===== src/rtl/cmpcnt_sched.sv =====
// Round-robin scheduler for the shared counter/comparator: grants one requester,
// drives the compare word and count enable for a bounded run, and returns hit/count.
module cmpcnt_sched #(
    parameter int unsigned N_REQ  = 2,
    parameter int unsigned CW     = 17,
    parameter int unsigned BW     = 16,
    parameter int unsigned SETTLE = 1
) (
    input  logic                CK,
    input  logic                RST,
    input  logic [N_REQ-1:0]    REQ_VALID,
    output logic [N_REQ-1:0]    REQ_READY,
    input  logic [N_REQ*CW-1:0] REQ_CMP,
    input  logic [N_REQ*BW-1:0] REQ_BUDGET,
    output logic [CW-1:0]       C_OUT,
    output logic                P_OUT,
    input  logic                Z_IN,
    output logic                RES_VALID,
    input  logic                RES_READY,
    output logic [1:0]          RES_ID,
    output logic                RES_HIT,
    output logic [BW-1:0]       RES_COUNT,
    output logic                BUSY
);

    localparam int unsigned IW = 2;
    localparam int unsigned SW = 2;

    typedef enum logic [1:0] {
        IDLE  = 2'd0,
        SETUP = 2'd1,
        RUN   = 2'd2,
        DONE  = 2'd3
    } state_t;

    state_t          state;
    state_t          state_n;
    logic [IW-1:0]   ptr;
    logic [IW-1:0]   winner;
    logic            found;
    logic            grant;
    logic [CW-1:0]   win_cmp;
    logic [BW-1:0]   win_bud;
    logic [BW-1:0]   bud_q;
    logic [BW-1:0]   cnt_inc;
    logic [SW-1:0]   settle_q;
    logic [IW-1:0]   ptr_nxt;

    // Round-robin search: first valid at or above the pointer, else lowest valid (wrap)
    always_comb begin
        winner = '0;
        found  = 1'b0;
        for (int i = 0; i < int'(N_REQ); i++) begin
            if (!found && REQ_VALID[i] && (IW'(i) >= ptr)) begin
                winner = IW'(i);
                found  = 1'b1;
            end
        end
        for (int i = 0; i < int'(N_REQ); i++) begin
            if (!found && REQ_VALID[i]) begin
                winner = IW'(i);
                found  = 1'b1;
            end
        end
    end

    always_comb begin
        win_cmp = '0;
        win_bud = '0;
        for (int i = 0; i < int'(N_REQ); i++) begin
            if (IW'(i) == winner) begin
                win_cmp = REQ_CMP[i*int'(CW) +: CW];
                win_bud = REQ_BUDGET[i*int'(BW) +: BW];
            end
        end
    end

    assign grant   = (state == IDLE) && found && !RST;
    assign cnt_inc = RES_COUNT + BW'(1);
    assign ptr_nxt = ((32'(winner) + 32'd1) >= N_REQ) ? '0 : winner + IW'(1);

    // State register
    always_ff @(posedge CK) begin
        if (RST) begin
            state <= IDLE;
        end else begin
            state <= state_n;
        end
    end

    // Next-state logic
    always_comb begin
        state_n = state;
        unique case (state)
            IDLE:  if (grant) state_n = SETUP;
            SETUP: if (settle_q == SW'(SETTLE - 1)) state_n = (bud_q == '0) ? DONE : RUN;
            RUN:   if (Z_IN || (cnt_inc == bud_q)) state_n = DONE;
            DONE:  if (RES_READY) state_n = IDLE;
            default: state_n = IDLE;
        endcase
    end

    // Combinational accept, only while idle
    always_comb begin
        REQ_READY = '0;
        for (int i = 0; i < int'(N_REQ); i++) begin
            if (grant && (IW'(i) == winner)) begin
                REQ_READY[i] = 1'b1;
            end
        end
    end

    // Registered datapath and status outputs
    always_ff @(posedge CK) begin
        if (RST) begin
            ptr       <= '0;
            C_OUT     <= '0;
            P_OUT     <= 1'b0;
            RES_VALID <= 1'b0;
            RES_ID    <= '0;
            RES_HIT   <= 1'b0;
            RES_COUNT <= '0;
            BUSY      <= 1'b0;
            bud_q     <= '0;
            settle_q  <= '0;
        end else begin
            P_OUT     <= (state_n == RUN);
            RES_VALID <= (state_n == DONE);
            BUSY      <= (state_n != IDLE);
            unique case (state)
                IDLE: begin
                    if (grant) begin
                        C_OUT     <= win_cmp;
                        bud_q     <= win_bud;
                        RES_ID    <= winner;
                        ptr       <= ptr_nxt;
                        RES_COUNT <= '0;
                        RES_HIT   <= 1'b0;
                        settle_q  <= '0;
                    end
                end
                SETUP: settle_q <= settle_q + SW'(1);
                RUN: begin
                    if (RES_COUNT != '1) RES_COUNT <= cnt_inc;
                    if (Z_IN) RES_HIT <= 1'b1;
                end
                default: ;
            endcase
        end
    end

endmodule

===== config.mk =====
export PLATFORM = sky130hd
export DESIGN_NAME = cmpcnt_sched
export DESIGN_NICKNAME = d
export VERILOG_FILES = /design/src/rtl/cmpcnt_sched.sv
export SDC_FILE = /design/constraint.sdc
export NUM_CORES = 1
export LEC_CHECK = 0
export ABC_AREA = 1
export CAP_MARGIN = 20
export CORE_ASPECT_RATIO = 0.6
export CORE_MARGIN = 2
export CORE_UTILIZATION = 41
export DETAILED_ROUTE_END_ITERATION = 10
export PLACE_DENSITY = 0.77
export SLEW_MARGIN = 10
export SYNTH_ARGS = -nofsm -noshare
export SYNTH_HDL_FRONTEND = slang
export SYNTH_SLANG_ARGS = --single-unit

===== constraint.sdc =====
create_clock -name CK -period 1.8 [get_ports CK]
set_clock_uncertainty 0.15 [all_clocks]
set_input_delay 0.27 -clock CK [delete_from_list [all_inputs] [get_ports CK]]
set_output_delay 0.27 -clock CK [all_outputs]
set_load 0.03 [all_outputs]

==> metrics.cfg, run 1 <==
[status]
status = finished, violations left
violations = setup timing

[routing]
routed_wl_um = 11600
routed-wl-met2_um = 5280
top_layer_used = met4
antenna_left = 0
via_per_inst = 5.17
wl_met3_um = 1190
wl_met1_um = 4940
drc = 0
wire_per_inst_um = 15.4
drt-initial-drc-count = 262
first_pass_iters = 5
num_vias = 3891

[die]
die_y_um = 72.1
core_area_um2 = 7390
initial_core_util = 0.430
num_io_pins = 113
fp-row-count = 24
die_w_um = 118
die_area_um2 = 8480

[final_layout]
fill_cells = 563
multi_input_area_um2 = 1940
final_nets = 718
diodes = 0
area_growth_pct = 72.2
seqCellArea_um2 = 1210
drive_above_1_share = 0.276

[setup_path]
cp.required_ns = 1.92
start_kind = flip-flop
cp_max_fo = 6
crit_chain = ha_4 -> nand2_4 -> nor2_8 -> nand2_4 -> nand2_4 -> nand2_1 -> nand2_1 -> nand2_1 -> nor2_1 -> nand2_1 -> nor2_2 -> nand3_1 -> nand2_1 -> nand2_1 -> nand3_2 -> nand2_2 -> nor2_2
slowest_stage = dfxtp_4
crit_type = flip-flop to flip-flop
critPathMaxStageDelay_ns = 0.36
end_kind = flip-flop
worst_r2r_path_depth = 17
critical_path_arrival_ns = 2.17
crit_top_cell = nand2_1

[timing]
finalCritPeriodShare = 1.14
fmax_mhz = 489
period_needed_ns = 2.05
relSlewSlack = 0.642
rsz0062_at_grt = true
setup_viol = 23
hold_viol_final = 0
worst_slack_ns = -0.246
fin_tns_setup_ns = -3.54
tightest_slew_ns = 0.537
slew_violations = 0

[logic_synthesis]
synthesis.area_um2 = 3170
ys_warn_count = 0
yosysTopAreaCell = dfxtp_1
syn_avg_cell_area_um2 = 6.91
yosys.area.top_type_share = 0.372
synth_seq_cells = 59
syn_nets = 533
ys_types = 36
async_reset_ff_frac = 0
synth_common_cells = nand2_1 (166), dfxtp_1 (59), nand3_1 (39)
synth_edf_count = 0
ys.flop_type = dfxtp_1
synth_area_leaders = dfxtp_1 (37%), nand2_1 (20%), nand3_1 (6.2%), a31oi_1 (4.9%), inv_1 (4.1%)
netlist_instances = 459
yosysMostFrequentCell = nand2_1
seq_area_frac_synth = 0.372

[worst_hold_path]
hold_path_class = primary input to flip-flop
hold_depth = 2

[pwr]
power.internal_mw = 2.98
p_clk_frac = 0.362
pwr-share-comb = 0.290
p_sw_mw = 1.35
p_seq_frac = 0.349
p_per_area_nw_per_um2 = 791
switching_share = 0.311
vdd_drop_max_mv = 0.541
p_leak_nw = 2.43

[placement]
dp_slack_ns = -0.322
dp_hpwl_um = 8150
io_buffers = 111
routabilityCongestion = 0.874

[flow_run]
cap_violations = 0

[cts]
clock_latency_ns = 0.34
cts-root-buf = clkbuf_16
htreeDepth = 3
cts_max_path_buffers = 2
cts.sinks = 59
cts_tree = yes
numCtsBuffers = 9
clk_pin_slew_ns = 0.06

[global_route]
grt_pass1_vias = 3778
grt_usage = 0.270
antenna_found_initial = 0
grt_pass1_wl_um = 18100
grt_max_degree = 44
overflow = 0

==> final cells by class <==
| type | instances | share of cell area |
|---|---|---|
| well taps | 104 | 0.0238 |
| flip-flops and latches | 59 | 0.221 |
| repair buffers | 189 | 0.324 |
| inverters | 39 | 0.0272 |
| clock inverters | 5 | 0.00527 |
| clock buffers | 11 | 0.0444 |
| multi-input cells | 346 | 0.355 |
==> cells by family after synthesis <==
family	share of synthesized area
buf+inv	0.0698
compound gates	0.129
simple gates	0.402
flops	0.372
xor+xnor	0.0181
fa+ha+maj	0.00789
other cells	0.00118
==> metrics by stage <==
| step | utilization | instance area [um^2] | std cells | power, mW | hold WS, ns |
|---|---|---|---|---|---|
| final | 0.740 | 5470 | 753 | 4.32 | 0.0489 |
| after global routing | 0.740 | 5470 | 753 | 4.50 | 0.0547 |
| after CTS | 0.714 | 5280 | 747 | 4.24 | 0.0329 |
| after detailed placement | 0.655 | 4840 | 718 | 2.57 | 0.294 |
| after global placement | 0.655 | 4840 | 718 | 2.55 | 0.288 |
| after floorplan | - | 3210 | 459 | 2.05 | 0.238 |
==> state kept, by name (all words and copies together), names as in the netlist <==
name,cells
BUSY,1
ptr,1
RES_HIT,1
RES_COUNT,16
RES_ID,1
state,2
P_OUT,1
C_OUT,17
bud_q,16
RES_VALID,1
settle_q,2
==> layout by cell type (no fill, tap or decap), drive strengths merged, types with 2 or more instances in the layout <==
master and instances:
nand4 5, a31oi 25, nor2 34, clkinv 5, nor4 4, nand2 177, dlymetal6s2s 8, dlygate4sd2 20
a22oi 5, nand3b 6, nand3 44, xnor2 2, nor3 2, a21oi 24, xor2 2, dfxtp 59
clkbuf 12, ha 2, buf 80, o21ai 5, inv 39, clkdlybuf4s50 80
==> power by group through the flow <==
stage / combinational, mW / sequential [mW] / clock, mW
finish: 1.25 / 1.51 / 1.56
CTS: 1.15 / 1.50 / 1.59
floorplan: 0.419 / 1.63 / 0
detailed placement: 1.05 / 1.53 / 0
global placement: 1.03 / 1.53 / 0
global route: 1.34 / 1.52 / 1.65
==> per-layer routing <==
layer / up-vias / GRT usage
li1: 1893 / -
met1: 1784 / 0.341
met2: 188 / 0.438
met3: 26 / 0.0998
met4: 0 / 0.0857
met5: - / 0
==> final timing paths <==
check | startpoint | endpoint | slack (ns)
worst max-delay path | RES_COUNT[1] | RES_VALID | -0.25
worst min-delay path | RST | bud_q[15] | 0.05
worst max register to register | RES_COUNT[1] | RES_VALID | -0.25
worst min register to register | RES_HIT | RES_HIT | 0.31
==> what timing repair did <==
action / in CTS / in global routing
setup endpoints to repair: 40 / 33
buffers inserted: 13 / 4
resized for setup: 45 / 35
hold buffers: 0 / 0
gates cloned: 0 / 2
pin swaps: 3 / 12
==> worst max-delay path: cells and delay by family (launching register included) <==
| kind | cells | cell delay (ns) |
|---|---|---|
| flops | 1 | 0.36 |
| fa+ha+maj | 1 | 0.16 |
| simple gates | 16 | 1.33 |
No activity file was read; power rests on OpenSTA's default activity.
==> run 2, diff against run 1 <==
--- a/config.mk
+++ b/config.mk
@@ -11,6 +11,7 @@
 export CORE_MARGIN = 2
 export CORE_UTILIZATION = 41
 export DETAILED_ROUTE_END_ITERATION = 10
+export HOLD_SLACK_MARGIN = 0.05
 export PLACE_DENSITY = 0.77
 export SLEW_MARGIN = 10
 export SYNTH_ARGS = -nofsm -noshare
==> run 2 against run 1 <==
  * The flow still finishes with violations (setup timing)
  * Sequential share of layout area about the same
  * Wire length increased by 0.12%
  * Maximum frequency increased by 1.1%
  * Die area unchanged
  * Design area decreased by 0.11%
  * First-iteration DRC count decreased by 3.8%
  * Largest cell class unchanged
  * Highest routed layer unchanged
==> metrics.cfg, run 2 (synthesized netlist as in run 1, its figures left out) <==
[final_layout]
area_growth_pct = 72.0
drive_above_1_share = 0.273
largest_reg_flops = 17
mostFrequentLayoutCell = nand2_1
fin_util = 0.739
final_nets = 717
fin_area_um2 = 5460
largest_register = C_OUT
diodes = 0
top_regs = C_OUT: 17 flops, RES_COUNT: 16 flops, bud_q: 16 flops
final_cell_mix = nand2_1 (157), clkdlybuf4s50_1 (80), buf_4 (65), dfxtp_1 (45), nand3_1 (38)

[setup_path]
r2r-start = RES_COUNT[1]
cp.required_ns = 1.92
r2r_end = RES_VALID
critical_path_arrival_ns = 2.15
slowest_stage = dfxtp_4
ff2ff_setup_slack_ns = -0.22
critPathMaxStageDelay_ns = 0.36
crit_chain = ha_4 -> nand2_4 -> nor2_8 -> nand2_4 -> nand2_4 -> nand2_1 -> nand2_1 -> nand2_1 -> nor2_1 -> nand2_1 -> nor2_2 -> nand3_1 -> nand2_1 -> nand2_1 -> nand3_2 -> nand2_2 -> nor2_2
end_kind = flip-flop
crit_type = flip-flop to flip-flop
crit_top_cell = nand2_1
worst_r2r_path_depth = 17
crit_start = RES_COUNT[1]
cp_max_fo = 6
start_kind = flip-flop

[global_route]
grt_usage = 0.270
grt_pass1_wl_um = 18100
grt_pass1_vias = 3774
busiest_layer = met2
grtUsageMet2 = 0.439
overflow = 0
use_met3 = 0.0991
grt_max_degree = 44
grt_use_met1 = 0.341
antenna_found_initial = 0

[cts]
cts.sinks = 59
cts_max_path_buffers = 2
htreeDepth = 3
clk_pin_slew_ns = 0.06
cts_tree = yes
cts-root-buf = clkbuf_16
numCtsBuffers = 9
clock_latency_ns = 0.34

[pwr]
p_leak_nw = 2.43
power.total_mw = 4.33
vdd_drop_max_mv = 0.550
power.internal_mw = 2.98
p_sw_mw = 1.36
switching_share = 0.313
p_seq_frac = 0.348
pwr-share-comb = 0.289
p_clk_frac = 0.363
p_per_area_nw_per_um2 = 794

[timing]
worst_slack_ns = -0.224
finalCritPeriodShare = 1.12
tightest_slew_ns = 0.549
rsz0062_at_grt = true
period_needed_ns = 2.02
fmax_mhz = 494
slew_violations = 0
relSlewSlack = 0.634
hold_viol_final = 0
setup_viol = 23

[die]
initial_core_util = 0.430
num_io_pins = 113
die_y_um = 72.1
die_w_um = 118
die_area_um2 = 8480
core_area_um2 = 7390
fp-row-count = 24

[routing]
routed_wl_um = 11600
via_per_inst = 5.25
antenna_left = 0
first_pass_iters = 5
num_vias = 3951
drc = 0
drt-initial-drc-count = 252
wire_per_inst_um = 15.5

[placement]
io_buffers = 111
dp_slack_ns = -0.322
placed_area_um2 = 4840
routabilityCongestion = 0.874
dp_hpwl_um = 8150

[worst_hold_path]
hold_path_end = bud_q[15]
hp-start = RST
hold_path_class = primary input to flip-flop
hold_depth = 2

[status]
violations = setup timing
status = finished, violations left

[flow_run]
cap_violations = 0

## run 2: changes by cell type in the layout (fill, tap and decap cells not counted)
cell	before	now
buf_4	67	65
buf_6	9	10
nand2_1	156	157
nand2_2	15	14
## run 2: repair_timing
item | CTS | global route
hold endpoints to repair | 3 | 0
cloned | 0 | 2
endpoints found under the setup margin | 40 | 33
resized for setup | 45 | 35
setup buffers | 13 | 3
pin swaps | 3 | 10
## run 2: critical path: cells and delay by family, from the launching register on
kind,cells,cell delay [ns]
and+or+nand+nor,16,1.30
adders and majority gates,1,0.17
DFF,1,0.36
## run 2: worst max-delay path by stage
stage | to | slack (ns)
6_report | RES_VALID | -0.22
5_1_grt | RES_VALID | -0.37
4_1_cts | RES_VALID | -0.15
3_5_place_dp | RES_COUNT[2] | -0.32
3_3_place_gp | RES_COUNT[15] | -0.29
2_1_floorplan | BUSY | -0.08
## run 2: layer usage
layer / routed length [um] / part of all wire / vias up
met5: 0 / 0 / -
li1: - / - / 1899
met4: 218 / 0.019 / 0
met2: 5270 / 0.45 / 196
met1: 5040 / 0.43 / 1835
met3: 1120 / 0.096 / 21
## run 2: power groups by stage
stage | clock, mW | combinational (mW) | sequential (mW)
2_1_floorplan | 0 | 0.419 | 1.63
3_3_place_gp | 0 | 1.03 | 1.53
3_5_place_dp | 0 | 1.05 | 1.53
4_1_cts | 1.59 | 1.15 | 1.50
5_1_grt | 1.65 | 1.33 | 1.52
6_report | 1.57 | 1.25 | 1.51
## run 2: through the flow
stage / setup TNS [ns] / instances / hold WS (ns)
after detailed placement: -11.40 / 718 / 0.294
after floorplan: -0.244 / 459 / 0.238
after global routing: -6.68 / 752 / 0.0558
final: -3.43 / 752 / 0.0449
after global placement: -10.76 / 718 / 0.288
after CTS: -0.488 / 747 / 0.0329
## run 2: cell type report
cell class              instances  area (um^2)
clock buffers                  11          243
clock inverters                 5         28.8
fillers                       565         1930
inverters                      39          149
multi-input cells             346         1940
flip-flops and latches         59         1210
well taps                     104          130
repair buffers                188         1770
==> run 3, diff against run 2 <==
--- a/config.mk
+++ b/config.mk
@@ -11,8 +11,9 @@
 export CORE_MARGIN = 2
 export CORE_UTILIZATION = 41
 export DETAILED_ROUTE_END_ITERATION = 10
-export HOLD_SLACK_MARGIN = 0.05
+export HOLD_SLACK_MARGIN = 0.1
 export PLACE_DENSITY = 0.77
+export REMOVE_ABC_BUFFERS = 1
 export SLEW_MARGIN = 10
 export SYNTH_ARGS = -nofsm -noshare
 export SYNTH_HDL_FRONTEND = slang
==> run 3 against run 2 <==
  * The flow still finishes with violations (setup timing)
  * Non-clock buffer count is 2 lower
  * Critical path depth is 1 lower
  * Utilization is 0.95 points lower
  * Via count is 3.1% lower
  * Wire length is 1.3% lower
  * Combinational power hardly changed
  * Largest power group unchanged
  * Highest routed layer unchanged
==> metrics.cfg, run 3 (synthesized netlist as in run 1, its figures left out) <==
[setup_path]
crit_start = RES_COUNT[0]
worst_r2r_path_depth = 16
r2r-start = RES_COUNT[0]
start_kind = flip-flop
ff2ff_setup_slack_ns = -0.32
end_kind = flip-flop
endpoint = RES_VALID
critical_path_arrival_ns = 2.24
cp.required_ns = 1.91
r2r_end = RES_VALID
crit_type = flip-flop to flip-flop
cp_max_fo = 3

[cts]
cts_max_path_buffers = 2
cts_tree = yes
numCtsBuffers = 9
cts.sinks = 59
clock_latency_ns = 0.33
htreeDepth = 3
cts-root-buf = clkbuf_16
clk_pin_slew_ns = 0.05

[final_layout]
largest_reg_flops = 17
diodes = 0
fill_cells = 584
mostFrequentLayoutCell = nand2_1
largest_register = C_OUT
final_nets = 714
top_regs = C_OUT: 17 flops, RES_COUNT: 16 flops, bud_q: 16 flops
fin_area_um2 = 5390
drive_above_1_share = 0.246
final_cell_mix = nand2_1 (158), clkdlybuf4s50_1 (87), buf_4 (58), dfxtp_1 (50), nand3_1 (37)
area_growth_pct = 69.8

[die]
initial_core_util = 0.430
die_area_um2 = 8480
die_w_um = 118
fp-row-count = 24
core_area_um2 = 7390
die_y_um = 72.1
num_io_pins = 113

[global_route]
use_met3 = 0.0818
antenna_found_initial = 0
grtUsageMet2 = 0.446
overflow = 0
grt_usage = 0.269
grt_pass1_wl_um = 18000
grt_max_degree = 48
busiest_layer = met2
grt_use_met1 = 0.338
grt_pass1_vias = 3699

[status]
violations = setup timing
status = finished, violations left

[routing]
antenna_left = 0
first_pass_iters = 5
via_per_inst = 5.13
wire_per_inst_um = 15.4
drt-initial-drc-count = 322
num_vias = 3830
routed_wl_um = 11500
drc = 0

[placement]
dp_hpwl_um = 7840
io_buffers = 111
placed_area_um2 = 4730
routabilityCongestion = 0.935

[timing]
fin_tns_setup_ns = -2.78
worst_slack_ns = -0.321
period_needed_ns = 2.12
tightest_slew_ns = 0.554
slew_violations = 0
finalCritPeriodShare = 1.18
rsz0062_at_grt = true
fmax_mhz = 472
relSlewSlack = 0.631
setup_viol = 21
hold_viol_final = 0

[pwr]
vdd_drop_max_mv = 0.573
pwr-share-comb = 0.284
switching_share = 0.304
p_per_area_nw_per_um2 = 797
p_seq_frac = 0.350
p_clk_frac = 0.366
power.internal_mw = 2.99
p_sw_mw = 1.30
p_leak_nw = 2.32

[worst_hold_path]
hold_depth = 2
hold_path_class = flip-flop to flip-flop

[flow_run]
cap_violations = 0

[run 3: cell count changes in the layout (fill, tap and decap cells not counted), moves of 3 or more]
cell             before  now
a21oi_1              14   21
buf_4                65   58
clkdlybuf4s50_1      80   87
a21oi_2               9    3
dfxtp_1              45   50
dlymetal6s2s_1        8    3
nor2_4               13    9
dfxtp_2              11    8
[run 3: worst max-delay path, cell delays in order, from the launching register on]
cell      delay (ns)
dfxtp_2         0.36
ha_4            0.18
nand2_4         0.08
buf_6           0.12
nand3b_1        0.09
nand2_1         0.06
nor2_1          0.11
nand3_1         0.09
nor2_1          0.11
nand2_1         0.07
nor2_2          0.14
nand3_1         0.10
nand2_1         0.07
nand2_1         0.06
nand3_2         0.08
nand2_2         0.07
nor2_2          0.09
[run 3: power groups by stage]
| stage | Sequential (mW) | Clock, mW | Combinational, mW |
|---|---|---|---|
| 2_1_floorplan | 1.63 | 0 | 0.382 |
| 3_3_place_gp | 1.52 | 0 | 0.995 |
| 3_5_place_dp | 1.52 | 0 | 1.01 |
| 4_1_cts | 1.50 | 1.57 | 1.14 |
| 5_1_grt | 1.51 | 1.63 | 1.30 |
| 6_report | 1.50 | 1.57 | 1.22 |
[run 3: routing by layer]
layer | part of all wire | up-vias
met4 | 0.018 | 0
met3 | 0.085 | 21
met5 | 0 | -
met2 | 0.46 | 163
met1 | 0.43 | 1764
li1 | - | 1882
[run 3: repair_timing]
action                                  4_1_cts  5_1_grt
pin swaps                                    12       11
endpoints found under the setup margin       37       48
setup buffers                                20        6
cloned                                        0        1
hold endpoints to repair                      0        0
hold buffers                                  0        0
resized for setup                            50       22
[run 3: worst min path at each step]
| stage | start | to | slack (ns) |
|---|---|---|---|
| after CTS | RST | bud_q[15] | 0.22 |
| after global routing | RES_ID[0] | RES_ID[0] | 0.34 |
| after detailed placement | RES_HIT | RES_HIT | 0.31 |
| after global placement | RES_HIT | RES_HIT | 0.30 |
| final | RES_HIT | RES_HIT | 0.32 |
| after floorplan | RST | RES_COUNT[10] | 0.19 |
[run 3: area by class of cell]
type,count,area [um^2],share of cell area
Inverter,39,146,0.0272
Tap cell,104,130,0.0241
Timing Repair Buffer,186,1790,0.331
Sequential cell,59,1190,0.222
Clock buffer,11,253,0.0469
Multi-Input combinational cell,345,1860,0.346
Clock inverter,3,15.0,0.00279
[run 3: per-stage QoR]
stage	instances	hold slack (ns)	setup WS, ns	utilization	power (mW)
after global placement	707	0.296	-0.242	0.641	2.52
after floorplan	443	0.189	-0.620	-	2.01
after global routing	747	0.342	-0.419	0.730	4.44
after detailed placement	707	0.308	-0.280	0.641	2.54
final	747	0.319	-0.321	0.730	4.30
after CTS	740	0.216	-0.199	0.711	4.21
